### src/rtl/seg7_scan_driver_pkg.sv
// Shared definitions for the 7-segment scan driver: glyph constants in
// {a,b,c,d,e,f,g} = [6:0] order (1 = lit), blink phase type, counter sizing.
package seg7_scan_driver_pkg;

    typedef logic [6:0] glyph_t;

    localparam glyph_t SEG_0     = 7'h7E;
    localparam glyph_t SEG_1     = 7'h30;
    localparam glyph_t SEG_2     = 7'h6D;
    localparam glyph_t SEG_3     = 7'h79;
    localparam glyph_t SEG_4     = 7'h33;
    localparam glyph_t SEG_5     = 7'h5B;
    localparam glyph_t SEG_6     = 7'h5F;
    localparam glyph_t SEG_7     = 7'h70;
    localparam glyph_t SEG_8     = 7'h7F;
    localparam glyph_t SEG_9     = 7'h7B;
    localparam glyph_t SEG_BLANK = 7'h00;

    // Code held in the digit registers after reset; decodes to a blank glyph.
    localparam logic [3:0] CODE_DARK = 4'hF;

    typedef enum logic {
        BLINK_OFF = 1'b0,
        BLINK_ON  = 1'b1
    } blink_phase_e;

    // Counter width able to hold 0..n-1, never narrower than one bit.
    function automatic int cnt_width(input int n);
        return (n > 1) ? $clog2(n) : 1;
    endfunction

endpackage

### src/rtl/seg7_scan_driver_if.sv
// Display-side bundle: BCD/load/mask controls in, segment/anode/frame out.
// The driver is the slave; the floor/status logic is the master.
interface seg7_scan_driver_if
    import seg7_scan_driver_pkg::*;
#(
    parameter int DIGITS = 4
);
    logic [4*DIGITS-1:0] bcd;
    logic                load;
    logic [DIGITS-1:0]   blank_mask;
    logic [DIGITS-1:0]   blink_mask;
    logic                lzs;
    glyph_t              seg_7;
    logic [DIGITS-1:0]   an;
    logic                frame;

    modport master (
        output bcd, load, blank_mask, blink_mask, lzs,
        input  seg_7, an, frame
    );

    modport slave (
        input  bcd, load, blank_mask, blink_mask, lzs,
        output seg_7, an, frame
    );
endinterface

### src/rtl/seg7_scan_driver_decode.sv
// Combinational BCD-to-glyph decoder; codes A..F render as a blank digit.
module seg7_scan_driver_decode
    import seg7_scan_driver_pkg::*;
(
    input  logic [3:0] code_i,
    output glyph_t     glyph_o
);

    // Table lookup from digit code to segment pattern.
    always_comb begin
        case (code_i)
            4'd0:    glyph_o = SEG_0;
            4'd1:    glyph_o = SEG_1;
            4'd2:    glyph_o = SEG_2;
            4'd3:    glyph_o = SEG_3;
            4'd4:    glyph_o = SEG_4;
            4'd5:    glyph_o = SEG_5;
            4'd6:    glyph_o = SEG_6;
            4'd7:    glyph_o = SEG_7;
            4'd8:    glyph_o = SEG_8;
            4'd9:    glyph_o = SEG_9;
            default: glyph_o = SEG_BLANK;
        endcase
    end

endmodule

### src/rtl/seg7_scan_driver.sv
// Time-multiplexed 7-segment bank driver. A shadow register collects BCD
// loads; the active register only takes it at the frame boundary so a frame
// is never torn. One digit is decoded per scan slot, with blanking, blink
// and leading-zero suppression applied before the registered pin outputs.
module seg7_scan_driver
    import seg7_scan_driver_pkg::*;
#(
    parameter int DIGITS       = 4,
    parameter int SCAN_DIV     = 50000,
    parameter int BLINK_FRAMES = 64,
    parameter bit ACTIVE_LOW   = 1'b0
) (
    input  logic               clk_i,
    input  logic               rst_i,
    seg7_scan_driver_if.slave  bus_io
);

    localparam int PRE_W = cnt_width(SCAN_DIV);
    localparam int IDX_W = cnt_width(DIGITS);
    localparam int BLK_W = cnt_width(BLINK_FRAMES);

    // Pin-level reset values: dark in either polarity.
    localparam glyph_t            SEG_RST = ACTIVE_LOW ? 7'h7F : 7'h00;
    localparam logic [DIGITS-1:0] AN_RST  = {DIGITS{ACTIVE_LOW}};

    logic [PRE_W-1:0]       pre_q, pre_d;
    logic [IDX_W-1:0]       idx_q, idx_d;
    logic [BLK_W-1:0]       blk_cnt_q, blk_cnt_d;
    blink_phase_e           phase_q, phase_d;
    logic [DIGITS-1:0][3:0] shadow_q, shadow_d;
    logic [DIGITS-1:0][3:0] active_q, active_d;
    glyph_t                 seg_q, seg_d;
    logic [DIGITS-1:0]      an_q, an_d;

    logic                   scan_tick;
    logic                   frame_tick;
    logic [DIGITS-1:0]      lead_zero;
    logic [3:0]             cur_code;
    glyph_t                 cur_glyph;
    logic                   cur_dark;

    // Scan timing, blink phase and BCD capture next-state logic.
    always_comb begin
        // NOTE: every variable driven here gets a default first, so no path
        // leaves one unassigned and no latch is inferred.
        scan_tick  = (pre_q == PRE_W'(SCAN_DIV - 1));
        frame_tick = scan_tick && (idx_q == IDX_W'(DIGITS - 1));
        pre_d      = scan_tick ? '0 : pre_q + PRE_W'(1);
        idx_d      = idx_q;
        blk_cnt_d  = blk_cnt_q;
        phase_d    = phase_q;
        shadow_d   = bus_io.load ? bus_io.bcd : shadow_q;
        active_d   = active_q;

        if (scan_tick) begin
            idx_d = frame_tick ? '0 : idx_q + IDX_W'(1);
        end

        if (frame_tick) begin
            // A load landing on the boundary goes straight to the display.
            active_d = bus_io.load ? bus_io.bcd : shadow_q;
            if (blk_cnt_q == BLK_W'(BLINK_FRAMES - 1)) begin
                blk_cnt_d = '0;
                phase_d   = (phase_q == BLINK_ON) ? BLINK_OFF : BLINK_ON;
            end else begin
                blk_cnt_d = blk_cnt_q + BLK_W'(1);
            end
        end
    end

    // Leading-zero map: bit k set when active digits k..DIGITS-1 are all zero.
    always_comb begin
        logic all_zero;
        all_zero  = 1'b1;
        lead_zero = '0;
        for (int k = DIGITS - 1; k >= 0; k--) begin
            all_zero     = all_zero && (active_q[k] == 4'h0);
            lead_zero[k] = all_zero;
        end
    end

    // Darkness mux and output encoding for the digit currently selected.
    always_comb begin
        cur_code = active_q[idx_q];
        cur_dark = bus_io.blank_mask[idx_q]
                || (bus_io.blink_mask[idx_q] && (phase_q == BLINK_OFF))
                || (bus_io.lzs && (idx_q != '0) && lead_zero[idx_q]);
        seg_d    = cur_dark ? SEG_BLANK : cur_glyph;
        an_d     = DIGITS'(1) << idx_q;
        if (ACTIVE_LOW) begin
            seg_d = ~seg_d;
            an_d  = ~an_d;
        end
    end

    seg7_scan_driver_decode u_decode (
        .code_i  (cur_code),
        .glyph_o (cur_glyph)
    );

    // State and pin registers; reset drives everything dark immediately.
    always_ff @(posedge clk_i or posedge rst_i) begin
        // NOTE: non-blocking assignments keep every register sampling the
        // pre-edge values, independent of statement order.
        if (rst_i) begin
            pre_q     <= '0;
            idx_q     <= '0;
            blk_cnt_q <= '0;
            phase_q   <= BLINK_ON;
            shadow_q  <= {DIGITS{CODE_DARK}};
            active_q  <= {DIGITS{CODE_DARK}};
            seg_q     <= SEG_RST;
            an_q      <= AN_RST;
        end else begin
            pre_q     <= pre_d;
            idx_q     <= idx_d;
            blk_cnt_q <= blk_cnt_d;
            phase_q   <= phase_d;
            shadow_q  <= shadow_d;
            active_q  <= active_d;
            seg_q     <= seg_d;
            an_q      <= an_d;
        end
    end

    assign bus_io.seg_7 = seg_q;
    assign bus_io.an    = an_q;
    assign bus_io.frame = frame_tick;

endmodule

### src/flat_wrapper.sv
// flat-port wrapper written by rule: the top's interface ports become plain ports
module seg7_scan_driver_flat import seg7_scan_driver_pkg::*;
#(
    parameter int DIGITS       = 4,
    parameter int SCAN_DIV     = 50000,
    parameter int BLINK_FRAMES = 64,
    parameter bit ACTIVE_LOW   = 1'b0
)
  (clk_i, rst_i, bus_io_bcd, bus_io_load, bus_io_blank_mask, bus_io_blink_mask, bus_io_lzs, bus_io_seg_7, bus_io_an, bus_io_frame);
  seg7_scan_driver_if #(.DIGITS(DIGITS)) bus_io_i ();
  input  logic clk_i;
  input  logic rst_i;
  input wire logic [$bits(bus_io_i.bcd)-1:0] bus_io_bcd;
  input wire logic [$bits(bus_io_i.load)-1:0] bus_io_load;
  input wire logic [$bits(bus_io_i.blank_mask)-1:0] bus_io_blank_mask;
  input wire logic [$bits(bus_io_i.blink_mask)-1:0] bus_io_blink_mask;
  input wire logic [$bits(bus_io_i.lzs)-1:0] bus_io_lzs;
  output wire logic [$bits(bus_io_i.seg_7)-1:0] bus_io_seg_7;
  output wire logic [$bits(bus_io_i.an)-1:0] bus_io_an;
  output wire logic [$bits(bus_io_i.frame)-1:0] bus_io_frame;
  assign bus_io_i.bcd = bus_io_bcd;
  assign bus_io_i.load = bus_io_load;
  assign bus_io_i.blank_mask = bus_io_blank_mask;
  assign bus_io_i.blink_mask = bus_io_blink_mask;
  assign bus_io_i.lzs = bus_io_lzs;
  assign bus_io_seg_7 = bus_io_i.seg_7;
  assign bus_io_an = bus_io_i.an;
  assign bus_io_frame = bus_io_i.frame;
  seg7_scan_driver #(.DIGITS(DIGITS), .SCAN_DIV(SCAN_DIV), .BLINK_FRAMES(BLINK_FRAMES), .ACTIVE_LOW(ACTIVE_LOW)) u_core (.clk_i(clk_i), .rst_i(rst_i), .bus_io(bus_io_i));
endmodule
### config.mk
export PLATFORM = sky130hd
export DESIGN_NAME = seg7_scan_driver_flat
export DESIGN_NICKNAME = d
export VERILOG_FILES = /design/src/rtl/seg7_scan_driver_pkg.sv /design/src/rtl/seg7_scan_driver_if.sv /design/src/rtl/seg7_scan_driver_decode.sv /design/src/rtl/seg7_scan_driver.sv /design/src/flat_wrapper.sv
export SDC_FILE = /design/constraint.sdc
export NUM_CORES = 1
export LEC_CHECK = 0
export BUFFER_PORTS_ARGS = -buffer_cell sky130_fd_sc_hd__buf_2
export CORE_MARGIN = 4
export CORE_UTILIZATION = 30
export DETAILED_ROUTE_END_ITERATION = 10
export PLACE_DENSITY_LB_ADDON = 0.2
export SYNTH_ARGS = -nofsm -noshare
export SYNTH_HDL_FRONTEND = slang
export SYNTH_SLANG_ARGS = --single-unit
### constraint.sdc
create_clock -name clk_i -period 2.75 [get_ports clk_i]
set_input_delay 0.275 -clock clk_i [delete_from_list [all_inputs] [get_ports clk_i]]
set_output_delay 0.275 -clock clk_i [all_outputs]
set_load 0.02 [all_outputs]
==> flow_metrics.tcl <==
set metrics [dict create \
    final_area_um2 3750 \
    synth-edff-count 0 \
    ys_seq_elements 68 \
    synthMuxAreaShare_pct 16.4 \
    rsz0062_at_grt "no" \
    required_ns 2.48 \
    r2r_cells 7 \
    first_global_vias 2092 \
    dp_slack_ns 0.560 \
    clock.fmax_mhz 395 \
    ys_async_sr_fraction_pct 100 \
    r2r_setup_slack_ns 0.58 \
    path_clk_slew_ns 0.07 \
    synth_compound_area_share_pct 4.82 \
    cts.sinks 68 \
    dp_hpwl_um 4430 \
    final_util_pct 36.3 \
    seqPwrFrac_pct 55.2 \
    hold_buffers 0 \
    ant_nets 0 \
    outcome "completed" \
    drc 0 \
    initial_core_util_pct 30.9 \
    finClkSkew_ns 0.0135 \
    crit_path_max_incr_delay_ns 0.69 \
    num_io_pins 40 \
    p_comb_share_pct 5.2 \
    port_buffers 39 \
    mostFrequentLayoutCell "buf_2" \
    p_sw_share_pct 22.8 \
    synth_top_family_by_area "multiplexers" \
    placed_cell_area_um2 3570 \
    post_synth_and_or_nand_nor_area_fraction_pct 12.4 \
    rows 37 \
    grtUsageTotal_pct 10.7 \
    start_kind "flop" \
    die_x_um 111 \
    clockPowerShare_pct 39.6 \
    final_nets 335 \
    netlist_area_um2 3190 \
    drive_above_1_share_pct 47.2 \
    p_leak_nw 1.66 \
    p_switching_w 0.000434 \
    grt-ovfl-total 0 \
    avgRoutedWirePerCell_um 14.0 \
    synth_top_cells_by_area "dfrtp_1 27%, dfstp_2 27%, mux2_2 12%" \
    synth_adder_area_share_pct 4.31 \
    setup_viol 0 \
    regToRegStartpoint "u_core.idx_q[0]$_DFFE_PP0N_" \
    hold_violations 0 \
    area.growth.synth_to_final_pct 17.5 \
    post_cts_buffers 0 \
    wl_um 6130 \
    yosysWarnings 0 \
    worstMarginPinSlew_ns 0.866 \
    ir_drop_mv 0.179 \
    p_int_w 0.00147 \
    gp_congestion 0.762 \
    vias_per_cell 4.55 \
    clockBufferDepth 2 \
    synth_fp_nets 285 \
    r2r_end "u_core.bus_io.seg_7[2]$_DFF_PP0_" \
    period_minus_slack_ns 2.53 \
    yosysUniqueCellTypes 42 \
    crit_chain "ha_1 > nand4_1 > nor4_4 > buf_4 > buf_2" \
    layout_common_cells "39 x buf_2, 35 x mux2_2, 35 x dfrtp_1" \
    period_share_pct 92.0 \
    grt_pass1_wl_um 10600 \
    finalWorstSetupSlack_ns 0.221 \
    die-area_um2 12400 \
    cp_data_arrival_time_ns 2.25 \
    clkLatencyLatePin_ns 0.34 \
    maxSlewViolCount 0 \
    p_per_area_nw_per_um2 508 \
    cts_buffers 9 \
    htree_num_levels 3 \
    yosysTopAreaCell "dfrtp_1" \
    first_pass_iters 4 \
    crit_type "reg2out" \
    yosysTopAreaCellShare_pct 27.4 \
    setup.worst_path.end_class "output pin" \
    max_slew_margin_pct 42.2 \
    fin_tns_setup_ns 0 \
    critPathBufInv 2 \
    antenna_found_initial 0 \
    ys_seq_area_share_pct 54.6 \
    synth-main-ff-cell "dfrtp_1" \
    hold_path.class "in2async" \
    fp.dieH_um 111 \
    grt_max_degree 42 \
    cts.root.buffer_cell "clkbuf_8" \
    crit_fanout 26 \
    synthCells 246 \
    fp.coreArea_um2 10300 \
    vias 1990 \
    drt_iter0_drc 146 \
    syn_avg_cell_area_um2 13.0 \
    cap_violations 0 \
    diodes 0 \
    cp_top_family "flip-flops" \
    slowest_stage "dfrtp_1" \
    synth_xor_xnor_area_share_pct 4.62 \
    cts_tree "built" \
    post_cts_resized 0 \
]
[cell usage after synthesis (2+ instances only)]
cell type	n
a211oi_1	3
a21o_1	2
a21oi_1	4
a2bb2oi_1	2
and3_1	3
buf_2	3
buf_6	2
clkbuf_1	3
dfrtp_1	35
dfstp_2	33
ha_1	11
inv_1	11
mux2_2	35
mux2i_1	4
mux4_2	4
nand2_1	8
nand3_1	8
nand4_1	3
nor2_1	14
nor2b_1	3
nor3_1	9
nor4_1	7
o211ai_1	2
o21ai_0	6
xnor2_1	10
xor2_1	5
[area by class of cell]
cell class / instances / area, µm²
tap: 136 / 170
clock inverter: 4 / 25.0
fill: 1021 / 6570
timing repair buffer: 47 / 255
multi-input combinational: 159 / 1360
clock buffer: 12 / 156
inverter: 11 / 41.3
sequential: 68 / 1740
[per-stage QoR]
| stage | total power, W | cells | hold WS (ns) |
|---|---|---|---|
| detailed placement | 0.00117 | 421 | 0.478 |
| finish | 0.00190 | 437 | 0.112 |
| global route | 0.00201 | 437 | 0.154 |
| CTS | 0.00194 | 437 | 0.138 |
| floorplan | 0.00113 | 246 | 0.440 |
| global placement | 0.00117 | 421 | 0.478 |
[logic make-up after synthesis]
kind of cell	Yosys count
buf+inv	19
simple gates	66
compound gates	23
flops	68
fa+ha+maj	11
xor+xnor	16
mux	43
[worst max-delay path by stage]
stage	start	end	slack, ns	cells past startpoint
after floorplan	u_core.pre_q[11]$_DFF_PP0_	u_core.blk_cnt_q[0]$_DFFE_PP0P_	0.61	4
after global placement	u_core.idx_q[1]$_DFFE_PP0N_	bus_io_frame	0.59	5
after detailed placement	u_core.idx_q[1]$_DFFE_PP0N_	bus_io_frame	0.56	5
after CTS	u_core.idx_q[1]$_DFFE_PP0N_	bus_io_frame	0.16	5
after global routing	u_core.idx_q[1]$_DFFE_PP0N_	bus_io_frame	0.004	5
final	u_core.idx_q[1]$_DFFE_PP0N_	bus_io_frame	0.22	5
[registers in the layout, summed over array words and instances, names as in the netlist]
name                 count
u_core.bus_io.seg_7      7
u_core.shadow_q         16
u_core.idx_q             2
u_core.blk_cnt_q         6
u_core.pre_q            16
u_core.active_q         16
u_core.phase_q           1
u_core.bus_io.an         4
[routing by layer]
metal  up-vias  track usage (%)  share of wire, %
met3         6             4.09               5.2
met5         -                0                 0
met2        41             15.1                43
li1        974                -                 -
met1       969             14.9                50
met4         0             4.06               1.5
[power groups by stage]
stage	clock [W]	combinational [W]	sequential [W]
3_5_place_dp	0	0.000104	0.00107
6_report	0.000754	0.0000997	0.00105
2_1_floorplan	0	0.0000538	0.00107
4_1_cts	0.000785	0.000104	0.00105
3_3_place_gp	0	0.000102	0.00107
5_1_grt	0.000843	0.000114	0.00105
Power figures use the tool's default switching activity.
